==> src/rtl/uart_sched_pkg.sv <==
// Shared definitions for the UART transmit scheduler.
//   - FSM state encoding (2-bit constants)
//   - Source indices: SRC_REG (register-read byte), SRC_ALU (16-bit ALU word)
//   - Bytes per frame for each source
package uart_sched_pkg;

  typedef logic [1:0] sched_state_t;

  localparam sched_state_t ST_IDLE    = 2'd0;
  localparam sched_state_t ST_SEND    = 2'd1;
  localparam sched_state_t ST_WAIT_HI = 2'd2;
  localparam sched_state_t ST_WAIT_LO = 2'd3;

  localparam int SRC_REG = 0;
  localparam int SRC_ALU = 1;

  localparam int BYTES_REG = 1;
  localparam int BYTES_ALU = 2;

endpackage

==> src/rtl/uart_sched_pending.sv <==
// One request slot of the transmit scheduler: pending bit plus data register.
// Ports:
//   clk_i, rst_ni      clock, asynchronous active-low reset
//   valid_i, data_i    one-cycle request strobe and its data
//   grant_i            scheduler takes the held data this cycle
//   pending_o          slot currently holds data
//   pending_next_o     value pending_o takes after this edge
//   data_o             held data
//   overflow_o         request dropped this cycle (slot busy, not granted)
module uart_sched_pending #(
  parameter int WIDTH = 8
) (
  input  logic             clk_i,
  input  logic             rst_ni,
  input  logic             valid_i,
  input  logic [WIDTH-1:0] data_i,
  input  logic             grant_i,
  output logic             pending_o,
  output logic             pending_next_o,
  output logic [WIDTH-1:0] data_o,
  output logic             overflow_o
);

  logic             pending_q, pending_d;
  logic [WIDTH-1:0] data_q, data_d;

  always_comb begin
    pending_d  = pending_q;
    data_d     = data_q;
    overflow_o = 1'b0;
    if (grant_i) pending_d = 1'b0;
    if (valid_i) begin
      // A grant in the same cycle frees the slot, so the new request is kept.
      if (!pending_q || grant_i) begin
        pending_d = 1'b1;
        data_d    = data_i;
      end else begin
        overflow_o = 1'b1;
      end
    end
  end

  always_ff @(posedge clk_i or negedge rst_ni) begin
    if (!rst_ni) begin
      pending_q <= 1'b0;
      data_q    <= '0;
    end else begin
      pending_q <= pending_d;
      data_q    <= data_d;
    end
  end

  assign pending_o      = pending_q;
  assign pending_next_o = pending_d;
  assign data_o         = data_q;

endmodule

==> src/rtl/uart_tx_sched.sv <==
// Transmit scheduler: round-robin between register-read bytes and 16-bit ALU
// results, feeding the UART TX one byte at a time (ALU words LSB first) and
// using TX busy as flow control.
// Ports:
//   clk_i, rst_ni                      TX-domain clock, async active-low reset
//   reg_rd_data_i, reg_rd_valid_i      source 0 byte and strobe
//   alu_out_i, alu_out_valid_i         source 1 word and strobe
//   tx_busy_i                          busy from UART TX
//   ovf_clr_i                          clears overflow_o and tx_err_o
//   tx_p_data_o, tx_data_valid_o       byte and one-cycle strobe to UART TX
//   sched_idle_o                       idle with nothing pending
//   overflow_o                         sticky: request dropped
//   tx_err_o                           sticky: busy never rose after a byte
module uart_tx_sched
  import uart_sched_pkg::*;
#(
  parameter int DATA_WIDTH   = 8,
  parameter int BUSY_TIMEOUT = 4
) (
  input  logic                    clk_i,
  input  logic                    rst_ni,
  input  logic [DATA_WIDTH-1:0]   reg_rd_data_i,
  input  logic                    reg_rd_valid_i,
  input  logic [2*DATA_WIDTH-1:0] alu_out_i,
  input  logic                    alu_out_valid_i,
  input  logic                    tx_busy_i,
  input  logic                    ovf_clr_i,
  output logic [DATA_WIDTH-1:0]   tx_p_data_o,
  output logic                    tx_data_valid_o,
  output logic                    sched_idle_o,
  output logic                    overflow_o,
  output logic                    tx_err_o
);

  localparam int CW = (BUSY_TIMEOUT > 1) ? $clog2(BUSY_TIMEOUT) : 1;

  logic                    reg_pend, reg_pend_next, reg_ovf, grant_reg;
  logic                    alu_pend, alu_pend_next, alu_ovf, grant_alu;
  logic [DATA_WIDTH-1:0]   reg_data;
  logic [2*DATA_WIDTH-1:0] alu_data;

  uart_sched_pending #(.WIDTH(DATA_WIDTH)) u_pend_reg (
    .clk_i          (clk_i),
    .rst_ni         (rst_ni),
    .valid_i        (reg_rd_valid_i),
    .data_i         (reg_rd_data_i),
    .grant_i        (grant_reg),
    .pending_o      (reg_pend),
    .pending_next_o (reg_pend_next),
    .data_o         (reg_data),
    .overflow_o     (reg_ovf)
  );

  uart_sched_pending #(.WIDTH(2*DATA_WIDTH)) u_pend_alu (
    .clk_i          (clk_i),
    .rst_ni         (rst_ni),
    .valid_i        (alu_out_valid_i),
    .data_i         (alu_out_i),
    .grant_i        (grant_alu),
    .pending_o      (alu_pend),
    .pending_next_o (alu_pend_next),
    .data_o         (alu_data),
    .overflow_o     (alu_ovf)
  );

  sched_state_t            state_q, state_d;
  logic                    last_src_q, last_src_d;
  logic [2*DATA_WIDTH-1:0] frame_q, frame_d;
  logic                    idx_q, idx_d;
  logic                    last_idx_q, last_idx_d;
  logic [CW-1:0]           cnt_q, cnt_d;
  logic [DATA_WIDTH-1:0]   tx_p_data_q, tx_p_data_d;
  logic                    tx_valid_q, tx_valid_d;
  logic                    sched_idle_q, sched_idle_d;
  logic                    ovf_q, ovf_d;
  logic                    err_q, err_d;
  logic                    sel_alu, timeout;

  always_comb begin
    state_d     = state_q;
    last_src_d  = last_src_q;
    frame_d     = frame_q;
    idx_d       = idx_q;
    last_idx_d  = last_idx_q;
    cnt_d       = cnt_q;
    tx_p_data_d = tx_p_data_q;
    tx_valid_d  = 1'b0;
    grant_reg   = 1'b0;
    grant_alu   = 1'b0;
    sel_alu     = 1'b0;
    timeout     = 1'b0;

    case (state_q)
      ST_IDLE: begin
        if (!tx_busy_i && (reg_pend || alu_pend)) begin
          // On a tie, serve the source that was not served last.
          if (reg_pend && alu_pend) sel_alu = (last_src_q == 1'(SRC_REG));
          else                      sel_alu = alu_pend;
          grant_alu   = sel_alu;
          grant_reg   = ~sel_alu;
          last_src_d  = sel_alu ? 1'(SRC_ALU) : 1'(SRC_REG);
          frame_d     = sel_alu ? alu_data : {{DATA_WIDTH{1'b0}}, reg_data};
          last_idx_d  = sel_alu ? 1'(BYTES_ALU - 1) : 1'(BYTES_REG - 1);
          idx_d       = 1'b0;
          tx_valid_d  = 1'b1;
          tx_p_data_d = frame_d[DATA_WIDTH-1:0];
          state_d     = ST_SEND;
        end
      end
      ST_SEND: begin
        cnt_d   = '0;
        state_d = ST_WAIT_HI;
      end
      ST_WAIT_HI: begin
        if (tx_busy_i) begin
          state_d = ST_WAIT_LO;
        end else if (cnt_q == CW'(BUSY_TIMEOUT - 1)) begin
          // TX never acknowledged: drop the rest of the frame.
          timeout = 1'b1;
          state_d = ST_IDLE;
        end else begin
          cnt_d = cnt_q + 1'b1;
        end
      end
      ST_WAIT_LO: begin
        if (!tx_busy_i) begin
          if (idx_q != last_idx_q) begin
            idx_d       = idx_q + 1'b1;
            tx_valid_d  = 1'b1;
            tx_p_data_d = idx_d ? frame_q[2*DATA_WIDTH-1:DATA_WIDTH]
                                : frame_q[DATA_WIDTH-1:0];
            state_d     = ST_SEND;
          end else begin
            state_d = ST_IDLE;
          end
        end
      end
      default: state_d = ST_IDLE;
    endcase

    sched_idle_d = (state_d == ST_IDLE) && !reg_pend_next && !alu_pend_next;
    // A setting event beats a simultaneous clear.
    ovf_d = (reg_ovf || alu_ovf) ? 1'b1 : (ovf_clr_i ? 1'b0 : ovf_q);
    err_d = timeout ? 1'b1 : (ovf_clr_i ? 1'b0 : err_q);
  end

  always_ff @(posedge clk_i or negedge rst_ni) begin
    if (!rst_ni) begin
      state_q      <= ST_IDLE;
      last_src_q   <= 1'(SRC_ALU);
      frame_q      <= '0;
      idx_q        <= 1'b0;
      last_idx_q   <= 1'b0;
      cnt_q        <= '0;
      tx_p_data_q  <= '0;
      tx_valid_q   <= 1'b0;
      sched_idle_q <= 1'b1;
      ovf_q        <= 1'b0;
      err_q        <= 1'b0;
    end else begin
      state_q      <= state_d;
      last_src_q   <= last_src_d;
      frame_q      <= frame_d;
      idx_q        <= idx_d;
      last_idx_q   <= last_idx_d;
      cnt_q        <= cnt_d;
      tx_p_data_q  <= tx_p_data_d;
      tx_valid_q   <= tx_valid_d;
      sched_idle_q <= sched_idle_d;
      ovf_q        <= ovf_d;
      err_q        <= err_d;
    end
  end

  assign tx_p_data_o     = tx_p_data_q;
  assign tx_data_valid_o = tx_valid_q;
  assign sched_idle_o    = sched_idle_q;
  assign overflow_o      = ovf_q;
  assign tx_err_o        = err_q;

endmodule

==> config.mk <==
export PLATFORM = sky130hd
export DESIGN_NAME = uart_tx_sched
export DESIGN_NICKNAME = d
export VERILOG_FILES = /design/src/rtl/uart_sched_pkg.sv /design/src/rtl/uart_sched_pending.sv /design/src/rtl/uart_tx_sched.sv
export SDC_FILE = /design/constraint.sdc
export NUM_CORES = 1
export LEC_CHECK = 0
export BUFFER_PORTS_ARGS = -buffer_cell sky130_fd_sc_hd__buf_2
export CAP_MARGIN = 20
export CELL_PAD_IN_SITES_DETAIL_PLACEMENT = 0
export CELL_PAD_IN_SITES_GLOBAL_PLACEMENT = 1
export CORE_AREA = 4 4 84 86
export CTS_BUF_LIST = sky130_fd_sc_hd__clkbuf_16
export CTS_CLUSTER_SIZE = 40
export DETAILED_ROUTE_END_ITERATION = 10
export DIE_AREA = 0 0 88 90
export GPL_ROUTABILITY_DRIVEN = 0
export PLACE_DENSITY_LB_ADDON = 0.08
export SKIP_CTS_REPAIR_TIMING = 1
export SYNTH_ARGS = -nofsm -noshare
export SYNTH_HDL_FRONTEND = slang
export SYNTH_SLANG_ARGS = --single-unit
export TNS_END_PERCENT = 1
==> constraint.sdc <==
create_clock -name clk_i -period 2.1 [get_ports clk_i]
set_input_delay 0.315 -clock clk_i [delete_from_list [all_inputs] [get_ports clk_i]]
set_output_delay 0.315 -clock clk_i [all_outputs]
set_load 0.02 [all_outputs]
# Word-level counts from Yosys, hierarchy flattened
# Index checks and enable logic that the tools add are counted.
# W data, S select, Z words.
# totals
regBits,61
in_bits,30
output_inout_bits,12
elab_cells,100
# op_classes
n_addsub,2
eq_ne,10
muxes,47
bitwise,2
n_reduce_logical,24
# op_table
cell,n
$mux W8,4
$mux W1,31
$mux W16,1
$pmux W8 S2,1
$mux W2,6
$ne A2 B2 Y1 const B,5
$pmux W2 S4,1
$reduce_bool A2 Y1,4
$eq A2 B2 Y1 const B,3
$reduce_and A2 Y1,3
$logic_not A1 Y1,5
$logic_and A1 B1 Y1,4
$logic_not A2 Y1,2
$logic_or A1 B1 Y1,4
$pmux W1 S2,2
$pmux W2 S2,1
$reduce_and A4 Y1,1
$reduce_and A3 Y1,1
$add A2 B1 Y2 const B,1
$eq A2 B1 Y1 const B,1
$not A1 Y1,2
$add A1 B1 Y1 const B,1
$ne A1 B1 Y1,1

# Depth between registers and ports, before layout
# depth
ltp_word,13
ltp_mapped,8
mapped_depth_nobuf,6

# Modules after synthesis
# From an unflattened synthesis, not the netlist that was laid out.
# hier_totals
hier_cells,229
area_unflattened_um2,2894.0
# by_module_without_submodules
module,instances,cells_each,area_each_um2,seq_area_each_um2
uart_tx_sched,1,168,1813.0,878.3
uart_sched_pending at u_pend_alu,1,39,699.4,425.4
uart_sched_pending at u_pend_reg,1,22,381.6,225.2

# Worst setup path after synthesis
# OpenSTA, ideal clock, no wires.
# synth_timing
path_type,register to register
from,register state_q[0]
to,register u_pend_alu.data_q[10] (netlist: u_pend_alu.data_o[10])
setup_ns,0.128
arrival_time_ns,1.690
required_ns,1.972
slack_ns,0.282
stages_incl_launch_ff,8
path_buffers,1
period_less_slack_ns,1.818
cell_sequence,dfrtp_1 -> inv_1 -> ha_1 -> nand2b_1 -> o21ai_1 -> nand2_2 -> buf_2 -> mux2_1
# synth_via
elab_chain_cells,4
# synth_lines
element,line_no,text
"start, declared",uart_tx_sched.sv:66,"sched_state_t state_q, state_d;"
"start signal, assigned",uart_tx_sched.sv:161,state_q <= state_d;
$logic_not A2 Y1,uart_tx_sched.sv:93,case (state_q)
$mux W1,uart_tx_sched.sv:93,
$logic_or A1 B1 Y1,uart_sched_pending.sv:34,if (!pending_q || grant_i) begin
$reduce_and A2 Y1 (no source line),--,
"end signal, assigned",uart_sched_pending.sv:49,data_q <= data_d;
"end, declared",uart_sched_pending.sv:25,"logic [WIDTH-1:0] data_q, data_d;"
# Every way passes these cells.
# A chain may end at the register's enable or synchronous reset.

# Worst setup path in the final report
# layout_timing
from,register state_q[0]
to,register u_pend_reg.data_q[7] (netlist: u_pend_reg.data_o[7])
# layout_via
elab_chain_cells,4
# layout_lines
element,line_no
$logic_not A2 Y1,uart_tx_sched.sv:93
$mux W1,uart_tx_sched.sv:93
$logic_or A1 B1 Y1,uart_sched_pending.sv:34
$reduce_and A2 Y1 (no source line),--
"end signal, assigned",uart_sched_pending.sv:49
"end, declared",uart_sched_pending.sv:25
# Every way passes these cells.

==> results.py <==
metrics = {
    "global_routing": {
        "grt_max_degree": 62,
        "grt_usage_pct": 17.0,
        "first_global_vias": 2025,
        "grt_pass1_wl_mm": 10.2,
        "antenna_found_initial": 0,
        "grt_remaining_overflow": 0,
    },
    "power": {
        "power.total_w": 0.00555,
        "p_clk_share_pct": 22.5,
        "peakVddDrop_v": 0.000776,
        "leakagePower_nw": 1.59,
        "power.density_nw_per_um2": 1630,
        "intPower_w": 0.00355,
        "p_sw_w": 0.00200,
        "power_frac_seq_pct": 38.9,
        "sw_frac_of_total_pct": 36.1,
        "p_comb_share_pct": 38.6,
    },
    "drt": {
        "avgViaCountPerCell": 5.18,
        "wirelength_met1_mm": 2.73,
        "routedWlPerCell_um": 15.9,
        "drt_iter0_markers": 73,
        "highest_layer": "met4",
        "wl_met3_um": 246,
        "ant_nets": 0,
        "drt_pass1_iterations": 4,
        "wl_met2_mm": 2.87,
        "drcViolationCount": 0,
        "wirelength_mm": 5.93,
        "vias": 1926,
    },
    "sta": {
        "finClkSkew_ns": 0.00762,
        "slew_viol_final": 0,
        "post-route-period-util_pct": 91.1,
        "slew_headroom_pct": 70.4,
        "hold_violations": 3,
        "setup_viol": 0,
        "tightestPinTransition_ns": 0.444,
        "tns_ns": 0,
        "whs_ns": -0.00985,
        "rsz0062_at_grt": "false",
        "fmax_mhz": 523,
        "min_period_ns": 1.91,
    },
    "setup_path": {
        "r2r-start": "state_q[0]",
        "crit_buf_inv": 2,
        "slowest_stage": "dfrtp_1",
        "cp_max_fo": 8,
        "critPathRequiredTime_ns": 2.30,
        "worstRegToRegCells": 7,
        "cp_data_arrival_time_ns": 2.11,
        "critPathKind": "reg2reg",
        "crit_chain": "inv_1, ha_1, nand2b_1, o21ai_1, nand2_1, buf_4, mux2_1",
        "regToRegEndpoint": "u_pend_reg.data_o[7]",
        "r2r_slack_ns": 0.19,
        "critPathMaxStageDelay_ns": 0.40,
        "path_delay_family": "flip-flops",
        "start_kind": "flop",
        "endpoint_kind": "flop",
    },
    "floorplanning": {
        "io_pins": 42,
        "start_util_pct": 44.6,
        "die-area_um2": 7920,
        "rows": 29,
        "fp.coreArea_um2": 6280,
        "die_w_um": 88,
        "die_y_um": 90,
    },
    "synth": {
        "synth_top_cell_area_share_pct": 52.8,
        "synth_area_leader_cell": "dfrtp_1",
        "ys_top_cells_by_area": "dfrtp_1 (53%), mux2_1 (10%), mux2i_1 (5.4%), nand2_1 (3.0%), a21o_1 (2.7%)",
        "avgSynthCellArea_um2": 11.8,
        "synth-seq-cells": 61,
        "synthCells": 237,
        "ys_warn_count": 0,
        "netlist_area_um2": 2800,
        "yosysSeqAreaShare_pct": 54.7,
        "syn-num-nets": 272,
        "synth_cell_type_count": 44,
    },
    "layout": {
        "drive_gt1_share_pct": 25.8,
        "seq_area_um2": 1530,
        "diodes": 0,
        "fin_util_pct": 54.4,
        "multi_input_area_um2": 1190,
        "fill_cells": 567,
        "nNetsFinal": 326,
        "syn2layout_area_growth_pct": 22.0,
    },
    "status": {
        "violations": "negative hold slack",
        "status": "finished with violations",
    },
    "placement": {
        "portBuffers": 41,
        "place_hpwl_mm": 4.23,
    },
    "clock_network": {
        "cts_made_buffers": 9,
        "htreeDepth": 3,
        "cts_tree": "done",
        "clockRootBuffer": "clkbuf_16",
        "clk_pin_slew_worst_paths_ns": 0.05,
        "clock-sinks": 61,
        "cts_buffer_depth": 2,
        "clock_latency_ns": 0.32,
    },
    "worst_hold_path": {
        "hp-class": "in2async",
    },
    "job": {
        "max-cap-violations": 0,
    },
}
-- registers in the layout, summed over array words and instances, names as in the netlist --
name / flops
frame_q: 16
u_pend_alu.data_o: 16
tx_p_data_o: 8
u_pend_reg.data_o: 8
cnt_q: 2
state_q: 2
idx_q: 1
last_idx_q: 1
last_src_q: 1
overflow_o: 1
sched_idle_o: 1
tx_data_valid_o: 1
tx_err_o: 1
u_pend_alu.pending_o: 1
u_pend_reg.pending_o: 1
-- metrics by stage --
step                      setup slack, ns  cells  cell area, µm²
final                               0.186    372            3410
after global routing               0.0172    372            3410
after CTS                           0.180    372            3410
after detailed placement            0.200    357            3160
after global placement              0.237    357            3160
after floorplan                     0.282    237            2800
-- cells by family after synthesis --
| family | share of synthesized area, % |
|---|---|
| flops | 54.7 |
| compound gates | 15.4 |
| simple gates | 8.50 |
| mux | 15.4 |
| buf+inv | 3.13 |
| fa+ha+maj | 2.24 |
| xor+xnor | 0.626 |
-- final cells by class --
class | instances | area share (%)
Clock inverter | 6 | 0.697
Tap cell | 77 | 2.82
Inverter | 7 | 0.770
Clock buffer | 9 | 6.60
Timing Repair Buffer | 55 | 9.46
Sequential cell | 61 | 44.8
Multi-Input combinational cell | 157 | 34.8
-- power by group through the flow --
stage / clock (W) / combinational [W] / sequential (W)
2_1_floorplan: 0 / 0.00152 / 0.00214
5_1_grt: 0.00134 / 0.00242 / 0.00224
6_report: 0.00125 / 0.00215 / 0.00216
3_3_place_gp: 0 / 0.00215 / 0.00218
3_5_place_dp: 0 / 0.00217 / 0.00219
4_1_cts: 0.00128 / 0.00218 / 0.00217
-- cells in the final DEF, fill, tap and decap left out, drive strengths merged, types with 2 or more instances in the layout --
cell	instances
a21o	10
mux2	25
a31oi	7
a22o	8
dfstp	2
mux2i	15
nor2b	2
inv	9
nand3	2
nor2	12
clkinv	4
clkbuf	9
buf	55
nand2b	5
o21ai	15
a21oi	10
nand2	23
dfrtp	59
ha	5
-- per-layer routing --
metal	vias up	GRT usage, %
met5	-	0
met4	0	5.37
met3	6	5.39
met2	26	26.3
met1	939	22.5
li1	955	-
-- worst max-delay path by stage --
stage / from / to / slack [ns] / cells after the start
after floorplan: state_q[0] / u_pend_alu.data_o[10] / 0.28 / 7
after detailed placement: state_q[0] / u_pend_alu.data_o[6] / 0.20 / 7
after global placement: state_q[1] / u_pend_alu.data_o[5] / 0.24 / 7
after CTS: state_q[0] / u_pend_alu.data_o[6] / 0.18 / 7
final: state_q[0] / u_pend_reg.data_o[7] / 0.19 / 7
after global routing: state_q[0] / u_pend_reg.data_o[6] / 0.02 / 7
-- synthesized netlist by cell type (all sizes together) --
| cell | n |
|---|---|
| o221ai | 1 |
| nor2 | 12 |
| o21ai | 15 |
| o2111ai | 1 |
| nand2 | 23 |
| a31oi | 7 |
| xnor2 | 1 |
| a32oi | 1 |
| ha | 5 |
| a22o | 8 |
| or3b | 1 |
| a21oi | 10 |
| xor2 | 1 |
| o22ai | 1 |
| mux2i | 15 |
| dfrtp | 59 |
| o21a | 1 |
| clkbuf | 5 |
| o21bai | 1 |
| a32o | 1 |
| and2 | 1 |
| nand2b | 5 |
| a21bo | 1 |
| mux2 | 25 |
| a2111oi | 1 |
| inv | 7 |
| buf | 7 |
| nor4 | 1 |
| nand3 | 2 |
| nand3b | 1 |
| nor2b | 2 |
| a31o | 1 |
| a21o | 10 |
| or2 | 1 |
| dfstp | 2 |
| nor3b | 1 |
No activity file was read; power rests on OpenSTA's default activity.
